File: src/rtl/mem_bus_arbiter_pkg.sv
// ---------------------------------------------------------------------------
// mem_bus_arbiter_pkg
// Shared definitions for the unified-memory bus arbiter:
//   - memory command codes driven on mem_rw
//   - arbiter FSM state encoding
//   - default parameter values and an index-width helper
// No ports (package).
// ---------------------------------------------------------------------------
package mem_bus_arbiter_pkg;

    localparam logic [1:0] MEM_IDLE = 2'b00;
    localparam logic [1:0] MEM_RD   = 2'b01;
    localparam logic [1:0] MEM_WR   = 2'b10;

    typedef enum logic [1:0] {
        ST_IDLE   = 2'd0,
        ST_ACCESS = 2'd1,
        ST_DONE   = 2'd2
    } arbState_t;

    localparam int DEF_N_REQ      = 3;
    localparam int DEF_AW         = 8;
    localparam int DEF_DW         = 8;
    localparam int DEF_MEM_LAT    = 1;
    localparam int DEF_STARVE_MAX = 4;

    // A single requester still needs a one-bit owner index.
    function automatic int idxWidth(input int n);
        return (n > 1) ? $clog2(n) : 1;
    endfunction

endpackage

File: src/rtl/mem_bus_arbiter_if.sv
// ---------------------------------------------------------------------------
// mem_bus_arbiter_if
// Bundles the requester handshake and the memory-side bus of the arbiter.
//   Requester side : req, we, addr, wdata (packed per requester) -> gnt, ack, rdata
//   Memory side    : mem_addr, mem_rw, mem_wdata -> mem_rdata
//   Status         : busy, owner
// Modports:
//   slave  - the arbiter itself
//   master - the environment (requesters plus the memory cell)
// ---------------------------------------------------------------------------
interface mem_bus_arbiter_if
    import mem_bus_arbiter_pkg::*;
#(
    parameter int N_REQ = DEF_N_REQ,
    parameter int AW    = DEF_AW,
    parameter int DW    = DEF_DW
) ();

    localparam int IDX_W = idxWidth(N_REQ);

    logic [N_REQ-1:0]    req;
    logic [N_REQ-1:0]    we;
    logic [N_REQ*AW-1:0] addr;
    logic [N_REQ*DW-1:0] wdata;
    logic [N_REQ-1:0]    gnt;
    logic [N_REQ-1:0]    ack;
    logic [DW-1:0]       rdata;
    logic [AW-1:0]       mem_addr;
    logic [1:0]          mem_rw;
    logic [DW-1:0]       mem_wdata;
    logic [DW-1:0]       mem_rdata;
    logic                busy;
    logic [IDX_W-1:0]    owner;

    modport slave (
        input  req, we, addr, wdata, mem_rdata,
        output gnt, ack, rdata, mem_addr, mem_rw, mem_wdata, busy, owner
    );

    modport master (
        output req, we, addr, wdata, mem_rdata,
        input  gnt, ack, rdata, mem_addr, mem_rw, mem_wdata, busy, owner
    );

endinterface

File: src/rtl/mem_bus_arbiter_prio_sel.sv
// ---------------------------------------------------------------------------
// mem_bus_prio_sel
// Combinational two-level priority selector.
//   req_i       : active requests
//   starved_i   : requests that have waited long enough to be boosted
//   winOneHot_o : one-hot winner (all zero when nothing requests)
//   winIdx_o    : index of the winner
// Starved requesters form the candidate set whenever any exists; within the
// candidate set the lowest index wins.
// ---------------------------------------------------------------------------
module mem_bus_prio_sel
    import mem_bus_arbiter_pkg::*;
#(
    parameter  int N_REQ = DEF_N_REQ,
    localparam int IDX_W = idxWidth(N_REQ)
) (
    input  logic [N_REQ-1:0] req_i,
    input  logic [N_REQ-1:0] starved_i,
    output logic [N_REQ-1:0] winOneHot_o,
    output logic [IDX_W-1:0] winIdx_o
);

    logic [N_REQ-1:0] candidates;

    // Walk from the top index down so the lowest-index candidate is the last
    // one written and therefore wins.
    always_comb begin
        candidates  = (|(starved_i & req_i)) ? (starved_i & req_i) : req_i;
        winOneHot_o = '0;
        winIdx_o    = '0;
        for (int i = N_REQ - 1; i >= 0; i--) begin
            if (candidates[i]) begin
                winOneHot_o    = '0;
                winOneHot_o[i] = 1'b1;
                winIdx_o       = IDX_W'(i);
            end
        end
    end

endmodule

File: src/rtl/mem_bus_arbiter.sv
// ---------------------------------------------------------------------------
// mem_bus_arbiter
// Shares one unified instruction/data memory between N_REQ requesters.
// Each transaction: arbitrate in IDLE, hold the memory command for MEM_LAT
// cycles in ACCESS, pulse ack for one cycle in DONE. A requester that has
// waited STARVE_MAX cycles is boosted ahead of the fixed priority order.
// Ports:
//   eclk  : system clock, all state updates on the rising edge
//   reset : synchronous, active-high
//   bus   : mem_bus_arbiter_if.slave (requester handshake + memory bus)
// All outputs are registered.
// ---------------------------------------------------------------------------
module mem_bus_arbiter
    import mem_bus_arbiter_pkg::*;
#(
    parameter int N_REQ      = DEF_N_REQ,
    parameter int AW         = DEF_AW,
    parameter int DW         = DEF_DW,
    parameter int MEM_LAT    = DEF_MEM_LAT,
    parameter int STARVE_MAX = DEF_STARVE_MAX
) (
    input logic              eclk,
    input logic              reset,
    mem_bus_arbiter_if.slave bus
);

    localparam int IDX_W = idxWidth(N_REQ);
    localparam int LAT_W = $clog2(MEM_LAT + 1);
    localparam int CNT_W = $clog2(STARVE_MAX + 1);
    localparam logic [LAT_W-1:0] LAT_LAST = LAT_W'(MEM_LAT - 1);
    localparam logic [CNT_W-1:0] CNT_SAT  = CNT_W'(STARVE_MAX);

    arbState_t        state_q, state_d;
    logic [LAT_W-1:0] latCnt_q, latCnt_d;
    logic [CNT_W-1:0] waitCnt_q [N_REQ];
    logic [CNT_W-1:0] waitCnt_d [N_REQ];
    logic [N_REQ-1:0] gnt_q, gnt_d;
    logic [N_REQ-1:0] ack_q, ack_d;
    logic [DW-1:0]    rdata_q, rdata_d;
    logic [AW-1:0]    memAddr_q, memAddr_d;
    logic [1:0]       memRw_q, memRw_d;
    logic [DW-1:0]    memWdata_q, memWdata_d;
    logic             busy_q, busy_d;
    logic [IDX_W-1:0] owner_q, owner_d;

    logic [N_REQ-1:0] starved;
    logic [N_REQ-1:0] winOneHot;
    logic [IDX_W-1:0] winIdx;

    always_comb begin
        for (int i = 0; i < N_REQ; i++) begin
            starved[i] = bus.req[i] && (waitCnt_q[i] >= CNT_SAT);
        end
    end

    mem_bus_prio_sel #(.N_REQ(N_REQ)) u_prioSel (
        .req_i       (bus.req),
        .starved_i   (starved),
        .winOneHot_o (winOneHot),
        .winIdx_o    (winIdx)
    );

    // FSM next state and output-register updates. gnt and ack default low so
    // they only ever pulse for the single cycle that sets them.
    always_comb begin
        state_d    = state_q;
        latCnt_d   = latCnt_q;
        gnt_d      = '0;
        ack_d      = '0;
        rdata_d    = rdata_q;
        memAddr_d  = memAddr_q;
        memRw_d    = memRw_q;
        memWdata_d = memWdata_q;
        busy_d     = busy_q;
        owner_d    = owner_q;
        case (state_q)
            ST_IDLE: begin
                if (|bus.req) begin
                    memAddr_d  = bus.addr[winIdx * AW +: AW];
                    memWdata_d = bus.wdata[winIdx * DW +: DW];
                    memRw_d    = bus.we[winIdx] ? MEM_WR : MEM_RD;
                    gnt_d      = winOneHot;
                    owner_d    = winIdx;
                    latCnt_d   = '0;
                    busy_d     = 1'b1;
                    state_d    = ST_ACCESS;
                end
            end
            ST_ACCESS: begin
                if (latCnt_q == LAT_LAST) begin
                    if (memRw_q == MEM_RD) begin
                        rdata_d = bus.mem_rdata;
                    end
                    memRw_d         = MEM_IDLE;
                    ack_d[owner_q]  = 1'b1;
                    state_d         = ST_DONE;
                end else begin
                    latCnt_d = latCnt_q + LAT_W'(1);
                end
            end
            ST_DONE: begin
                busy_d  = 1'b0;
                state_d = ST_IDLE;
            end
            default: begin
                state_d = ST_IDLE;
            end
        endcase
    end

    // Wait counters: a pending requester that is not the current winner ages
    // by one per cycle and saturates. In IDLE the winner is the one being
    // granted now; in ACCESS/DONE it is the registered owner.
    always_comb begin
        for (int i = 0; i < N_REQ; i++) begin
            if (!bus.req[i] ||
                ((state_q == ST_IDLE) ? winOneHot[i] : (owner_q == IDX_W'(i)))) begin
                waitCnt_d[i] = '0;
            end else if (waitCnt_q[i] != CNT_SAT) begin
                waitCnt_d[i] = waitCnt_q[i] + CNT_W'(1);
            end else begin
                waitCnt_d[i] = waitCnt_q[i];
            end
        end
    end

    // State and output registers; reset overrides everything, including an
    // access in flight, so no ack is produced for a cut-off transaction.
    always_ff @(posedge eclk) begin
        if (reset) begin
            state_q    <= ST_IDLE;
            latCnt_q   <= '0;
            gnt_q      <= '0;
            ack_q      <= '0;
            rdata_q    <= '0;
            memAddr_q  <= '0;
            memRw_q    <= MEM_IDLE;
            memWdata_q <= '0;
            busy_q     <= 1'b0;
            owner_q    <= '0;
            for (int i = 0; i < N_REQ; i++) begin
                waitCnt_q[i] <= '0;
            end
        end else begin
            state_q    <= state_d;
            latCnt_q   <= latCnt_d;
            gnt_q      <= gnt_d;
            ack_q      <= ack_d;
            rdata_q    <= rdata_d;
            memAddr_q  <= memAddr_d;
            memRw_q    <= memRw_d;
            memWdata_q <= memWdata_d;
            busy_q     <= busy_d;
            owner_q    <= owner_d;
            for (int i = 0; i < N_REQ; i++) begin
                waitCnt_q[i] <= waitCnt_d[i];
            end
        end
    end

    assign bus.gnt       = gnt_q;
    assign bus.ack       = ack_q;
    assign bus.rdata     = rdata_q;
    assign bus.mem_addr  = memAddr_q;
    assign bus.mem_rw    = memRw_q;
    assign bus.mem_wdata = memWdata_q;
    assign bus.busy      = busy_q;
    assign bus.owner     = owner_q;

endmodule
File: src/flat_wrapper.sv
// flat-port wrapper written by rule: the top's interface ports become plain ports
module mem_bus_arbiter_flat import mem_bus_arbiter_pkg::*;
#(
    parameter int N_REQ      = DEF_N_REQ,
    parameter int AW         = DEF_AW,
    parameter int DW         = DEF_DW,
    parameter int MEM_LAT    = DEF_MEM_LAT,
    parameter int STARVE_MAX = DEF_STARVE_MAX
)
  (eclk, reset, bus_req, bus_we, bus_addr, bus_wdata, bus_mem_rdata, bus_gnt, bus_ack, bus_rdata, bus_mem_addr, bus_mem_rw, bus_mem_wdata, bus_busy, bus_owner);
  mem_bus_arbiter_if #(.N_REQ(N_REQ), .AW(AW), .DW(DW)) bus_i ();
  input logic eclk;
  input logic reset;
  input wire logic [$bits(bus_i.req)-1:0] bus_req;
  input wire logic [$bits(bus_i.we)-1:0] bus_we;
  input wire logic [$bits(bus_i.addr)-1:0] bus_addr;
  input wire logic [$bits(bus_i.wdata)-1:0] bus_wdata;
  input wire logic [$bits(bus_i.mem_rdata)-1:0] bus_mem_rdata;
  output wire logic [$bits(bus_i.gnt)-1:0] bus_gnt;
  output wire logic [$bits(bus_i.ack)-1:0] bus_ack;
  output wire logic [$bits(bus_i.rdata)-1:0] bus_rdata;
  output wire logic [$bits(bus_i.mem_addr)-1:0] bus_mem_addr;
  output wire logic [$bits(bus_i.mem_rw)-1:0] bus_mem_rw;
  output wire logic [$bits(bus_i.mem_wdata)-1:0] bus_mem_wdata;
  output wire logic [$bits(bus_i.busy)-1:0] bus_busy;
  output wire logic [$bits(bus_i.owner)-1:0] bus_owner;
  assign bus_i.req = bus_req;
  assign bus_i.we = bus_we;
  assign bus_i.addr = bus_addr;
  assign bus_i.wdata = bus_wdata;
  assign bus_i.mem_rdata = bus_mem_rdata;
  assign bus_gnt = bus_i.gnt;
  assign bus_ack = bus_i.ack;
  assign bus_rdata = bus_i.rdata;
  assign bus_mem_addr = bus_i.mem_addr;
  assign bus_mem_rw = bus_i.mem_rw;
  assign bus_mem_wdata = bus_i.mem_wdata;
  assign bus_busy = bus_i.busy;
  assign bus_owner = bus_i.owner;
  mem_bus_arbiter #(.N_REQ(N_REQ), .AW(AW), .DW(DW), .MEM_LAT(MEM_LAT), .STARVE_MAX(STARVE_MAX)) u_core (.eclk(eclk), .reset(reset), .bus(bus_i));
endmodule
File: config.mk
export PLATFORM = sky130hd
export DESIGN_NAME = mem_bus_arbiter_flat
export DESIGN_NICKNAME = d
export VERILOG_FILES = /design/src/rtl/mem_bus_arbiter_pkg.sv /design/src/rtl/mem_bus_arbiter_if.sv /design/src/rtl/mem_bus_arbiter_prio_sel.sv /design/src/rtl/mem_bus_arbiter.sv /design/src/flat_wrapper.sv
export SDC_FILE = /design/constraint.sdc
export NUM_CORES = 1
export LEC_CHECK = 0
export CAP_MARGIN = 20
export CORE_MARGIN = 2
export CORE_UTILIZATION = 60
export DETAILED_ROUTE_END_ITERATION = 10
export DONT_BUFFER_PORTS = 1
export PLACE_DENSITY = 0.77
export SETUP_SLACK_MARGIN = 0.02
export SLEW_MARGIN = 40
export SYNTH_ARGS = -nofsm -noshare
export SYNTH_HDL_FRONTEND = slang
export SYNTH_HIERARCHICAL = 1
export SYNTH_SLANG_ARGS = --single-unit
File: constraint.sdc
create_clock -name eclk -period 4.8 [get_ports eclk]
set_clock_uncertainty 0.2 [all_clocks]
set_input_delay 0.48 -clock eclk [delete_from_list [all_inputs] [get_ports eclk]]
set_output_delay 0.48 -clock eclk [all_outputs]
set_load 0.1 [all_outputs]
==> results by group <==
Status
  – Result of the run: finished, final reports clean

Setup path
  – Critical path fanouts, max: 22
  – Critical Path AT: 2710 ps
  – Capturing point of the worst reg2reg path: u_core/bus.mem_wdata[3]$_SDFFE_PP0P_
  – Critical R2R Launch: u_core/waitCnt_q[0][5]$_SDFFE_PP0N_
  – Slack of the worst reg-to-reg path: 2080 ps
  – Type of origin of the critical path: flop
  – Data required time of the worst path: 4790 ps
  – Depth of the most critical reg-to-reg path: 6
  – Critical path class: reg2reg
  – CP endpoint kind: flop

STA
  – Number of hold violations in the final report: 0
  – Sum Neg Setup Slack: 0 ps
  – Min setup slack post-route: 2080 ps
  – Final setup violating endpoints: 0
  – Unrepaired setup endpoints after global routing: false
  – Clock period minus worst slack: 2720 ps
  – Highest clock frequency the design can meet: 368 MHz
  – Final Max Tran Viols: 0
  – Relative max-transition margin: 51.8%
  – Transition time of the tightest slew-check pin: 723 ps
  – Fraction of the cycle the final worst path needs: 56.6%

GRT
  – Grt ovf: 0
  – Met3 routing resource usage after global routing: 8.35%
  – Tot GR Track Use: 22.5%
  – Vias in the first global route: 1641
  – Fraction of met2 tracks used by global routing: 34.1%
  – Largest net degree at the start of global routing: 34
  – Busiest layer in global routing: met2
  – Initial antenna violation count: 0
  – GR Layer Usage met1: 28.5%
  – First-pass GRT wire length: 7500 µm

Pwr
  – Combinational share of power: 11.2%
  – Share of total power in sequential cells: 64.4%
  – Pleak: 0.000878 µW
  – Maximum resistive drop on vdd: 0.199 mV
  – Pint: 574 µW
  – Power Density: 392 mW/mm²
  – Net Sw Power: 372 µW
  – Proportion of power drawn by the clock network: 24.5%
  – Sw Ratio: 39.3%

Route
  – Total detailed-routing wirelength: 4750 µm
  – Number of vias after detailed routing: 1763
  – Antenna viol nets, final: 0
  – Detailed-route wire length per cell: 16.2 µm
  – First-pass DRT Iterations: 4
  – Remaining routing DRC violations: 0
  – Starting DRT DRC Count: 109
  – Routed vias/inst: 6.00

Synthesis
  – Adder-cell share of the synthesized area: 3.22%
  – Synth Area in XOR/XNOR: 1.13%
  – Net count after synthesis: 328
  – Per-instance average area after synthesis: 9.03 µm²
  – Number of standard cells after synthesis: 258
  – Synth Area in Compound Gates: 17.8%
  – Multiplexer fraction of the synthesized cell area: 10.7%
  – Synth area leader: sky130_fd_sc_hd__dfxtp_1
  – Top cell types by occurrence after synthesis: 46 x sky130_fd_sc_hd__dfxtp_1, 25 x sky130_fd_sc_hd__mux2i_1, 24 x sky130_fd_sc_hd__nand2_1, 21 x sky130_fd_sc_hd__a21oi_1, 16 x sky130_fd_sc_hd__a311oi_1
  – Portion of the post-synthesis area used by sequential elements: 39.5%
  – Dominant combinational cell family by area after synthesis: simple AND/OR/NAND/NOR gates
  – Number of synthesized flops with an enable pin: 0
  – Top post-synthesis cells by area: sky130_fd_sc_hd__dfxtp_1 40%, sky130_fd_sc_hd__mux2i_1 11%, sky130_fd_sc_hd__a311oi_1 6.0%
  – Count leader, synth: sky130_fd_sc_hd__dfxtp_1
  – Flop and latch count out of synthesis: 46
  – Portion of synthesized cell area occupied by the leading cell type: 39.5%
  – Fraction of synthesis flops using an asynchronous set or reset pin: 0%
  – Predominant post-synthesis flop cell: sky130_fd_sc_hd__dfxtp_1
  – Netlist area before placement: 0.00233 mm²
  – Netlist cell types: 43
  – Synthesized-area fraction occupied by and/or/nand/nor cells: 19.9%
  – Yosys warning count: 6

Placement
  – Final GP Congestion: 0.805
  – Worst Setup Slack post-DPL: 1970 ps
  – Estimated wirelength of the detail-placed design: 3330 µm
  – Buffers on Ports: 0

Clock tree
  – Max Buffers Root-to-Sink: 2
  – Clk_lat worst skew: 300 ps
  – Clock Root Buffer: sky130_fd_sc_hd__clkbuf_8
  – Post-CTS Setup Bufs: 0
  – Number of H-tree levels: 2
  – TritonCTS buffer count: 5
  – Number of buffers inserted by hold repair at cts: 0
  – CTS sink count: 46
  – Clock edge transition at the registers on the reported setup and hold paths: 80 ps
  – TritonCTS clock tree: done
  – Number of instances resized during post-cts repair: 0

Worst hold path
  – Hold Path Stages: 1
  – Hold path start: reset
  – Hold/Removal Path Class: in2reg
  – Hold path endpoint: u_core/bus.mem_addr[0]$_SDFFE_PP0P_

Floorplanning
  – Total die area: 0.00440 mm²
  – Starting Density: 63.1%
  – Total I/O pin count: 99
  – Num rows: 22
  – Die width: 66.3 µm
  – Total core area: 0.00369 mm²
  – Overall die height: 66.3 µm

Cells and area
  – Layout cells sized above 1: 24.0%
  – Total number of nets in the final design: 317
  – Antenna diode count: 0
  – Area overhead of the layout relative to synthesis: 3.71%

Flow run
  – Max-cap viol count: 0
routing by layer:
metal,vias up,part of all wire (%)
li1,888,-
met1,796,42
met2,73,47
met3,6,9.6
met4,0,1.3
met5,-,0
how the worst max path moves through the flow:
| stage | startpoint | slack [ps] | endpoint |
|---|---|---|---|
| 6_report | u_core/waitCnt_q[0][5]$_SDFFE_PP0N_ | 2080 | u_core/bus.mem_wdata[3]$_SDFFE_PP0P_ |
| 2_1_floorplan | bus_req[0] | 2590 | u_core/waitCnt_q[0][8]$_SDFFE_PP0N_ |
| 5_1_grt | u_core/waitCnt_q[0][5]$_SDFFE_PP0N_ | 1790 | u_core/bus.mem_addr[5]$_SDFFE_PP0P_ |
| 3_5_place_dp | bus_req[0] | 1970 | u_core/bus.mem_wdata[3]$_SDFFE_PP0P_ |
| 3_3_place_gp | bus_req[0] | 1760 | u_core/bus.mem_wdata[3]$_SDFFE_PP0P_ |
| 4_1_cts | u_core/waitCnt_q[0][5]$_SDFFE_PP0N_ | 2030 | u_core/bus.mem_wdata[3]$_SDFFE_PP0P_ |
worst max-delay path, stage by stage, from the launching register on:
cell                       delay, ps
sky130_fd_sc_hd__dfxtp_1         390
sky130_fd_sc_hd__and2_1          180
sky130_fd_sc_hd__a21boi_0        190
sky130_fd_sc_hd__o21a_1          540
sky130_fd_sc_hd__nor2b_2         690
sky130_fd_sc_hd__nand2_1         120
sky130_fd_sc_hd__a311oi_1        300
power groups by stage:
stage	Sequential [µW]	Clock, µW	Combinational (µW)
global placement	611	0	104
CTS	609	236	107
global route	613	255	119
detailed placement	619	0	106
floorplan	604	0	100
finish	609	232	106
layout make-up:
cell class | instances | area [µm²]
Multi-Input combinational cell | 180 | 1240
Sequential cell | 46 | 965
Tap cell | 48 | 60.1
Fill cell | 334 | 1270
Clock buffer | 6 | 82.6
Timing Repair Buffer | 3 | 22.5
Inverter | 11 | 41.3
sequential cells by signal, summed over array words and instances (netlist names):
signal	count
u_core/bus.owner	2
u_core/waitCnt_q	9
u_core/bus.ack	3
u_core/bus.mem_addr	8
u_core/bus.rdata	8
u_core/bus.busy	1
u_core/bus.mem_rw	2
u_core/bus.mem_wdata	8
u_core/state_q	2
u_core/bus.gnt	3
stage by stage:
stage          std cells  power (µW)  utilization, %  instance area (µm²)  hold slack [ps]
4_1_cts              294         952            65.5                 2410             24.8
5_1_grt              294         987            65.5                 2410             11.3
6_report             294         946            65.5                 2410             30.5
3_5_place_dp         288         725            63.2                 2330              285
3_3_place_gp         288         715            62.0                 2290              279
2_1_floorplan        258         704               -                 2330              259
cells by family (layout without fill, tap and decap cells):
family | Yosys count | count (layout)
compound gates | 57 | 57
xor+xnor | 3 | 3
fa+ha+maj | 6 | 6
buf+inv | 32 | 20
flops | 46 | 46
mux | 25 | 25
simple gates | 89 | 89
cell usage in the layout (no fill, tap or decap), drive strengths merged, types with 4 or more instances in the layout:
cell    Yosys  layout
dfxtp      46      46
mux2i      25      25
nand2      24      24
a21oi      21      21
or2        17      17
a311oi     16      16
nor2       14      14
inv        11      11
nand3       8       8
clkbuf      7       6
ha          6       6
and2        5       5
nor3        4       4
nand2b      4       4
Power figures use the tool's default switching activity.
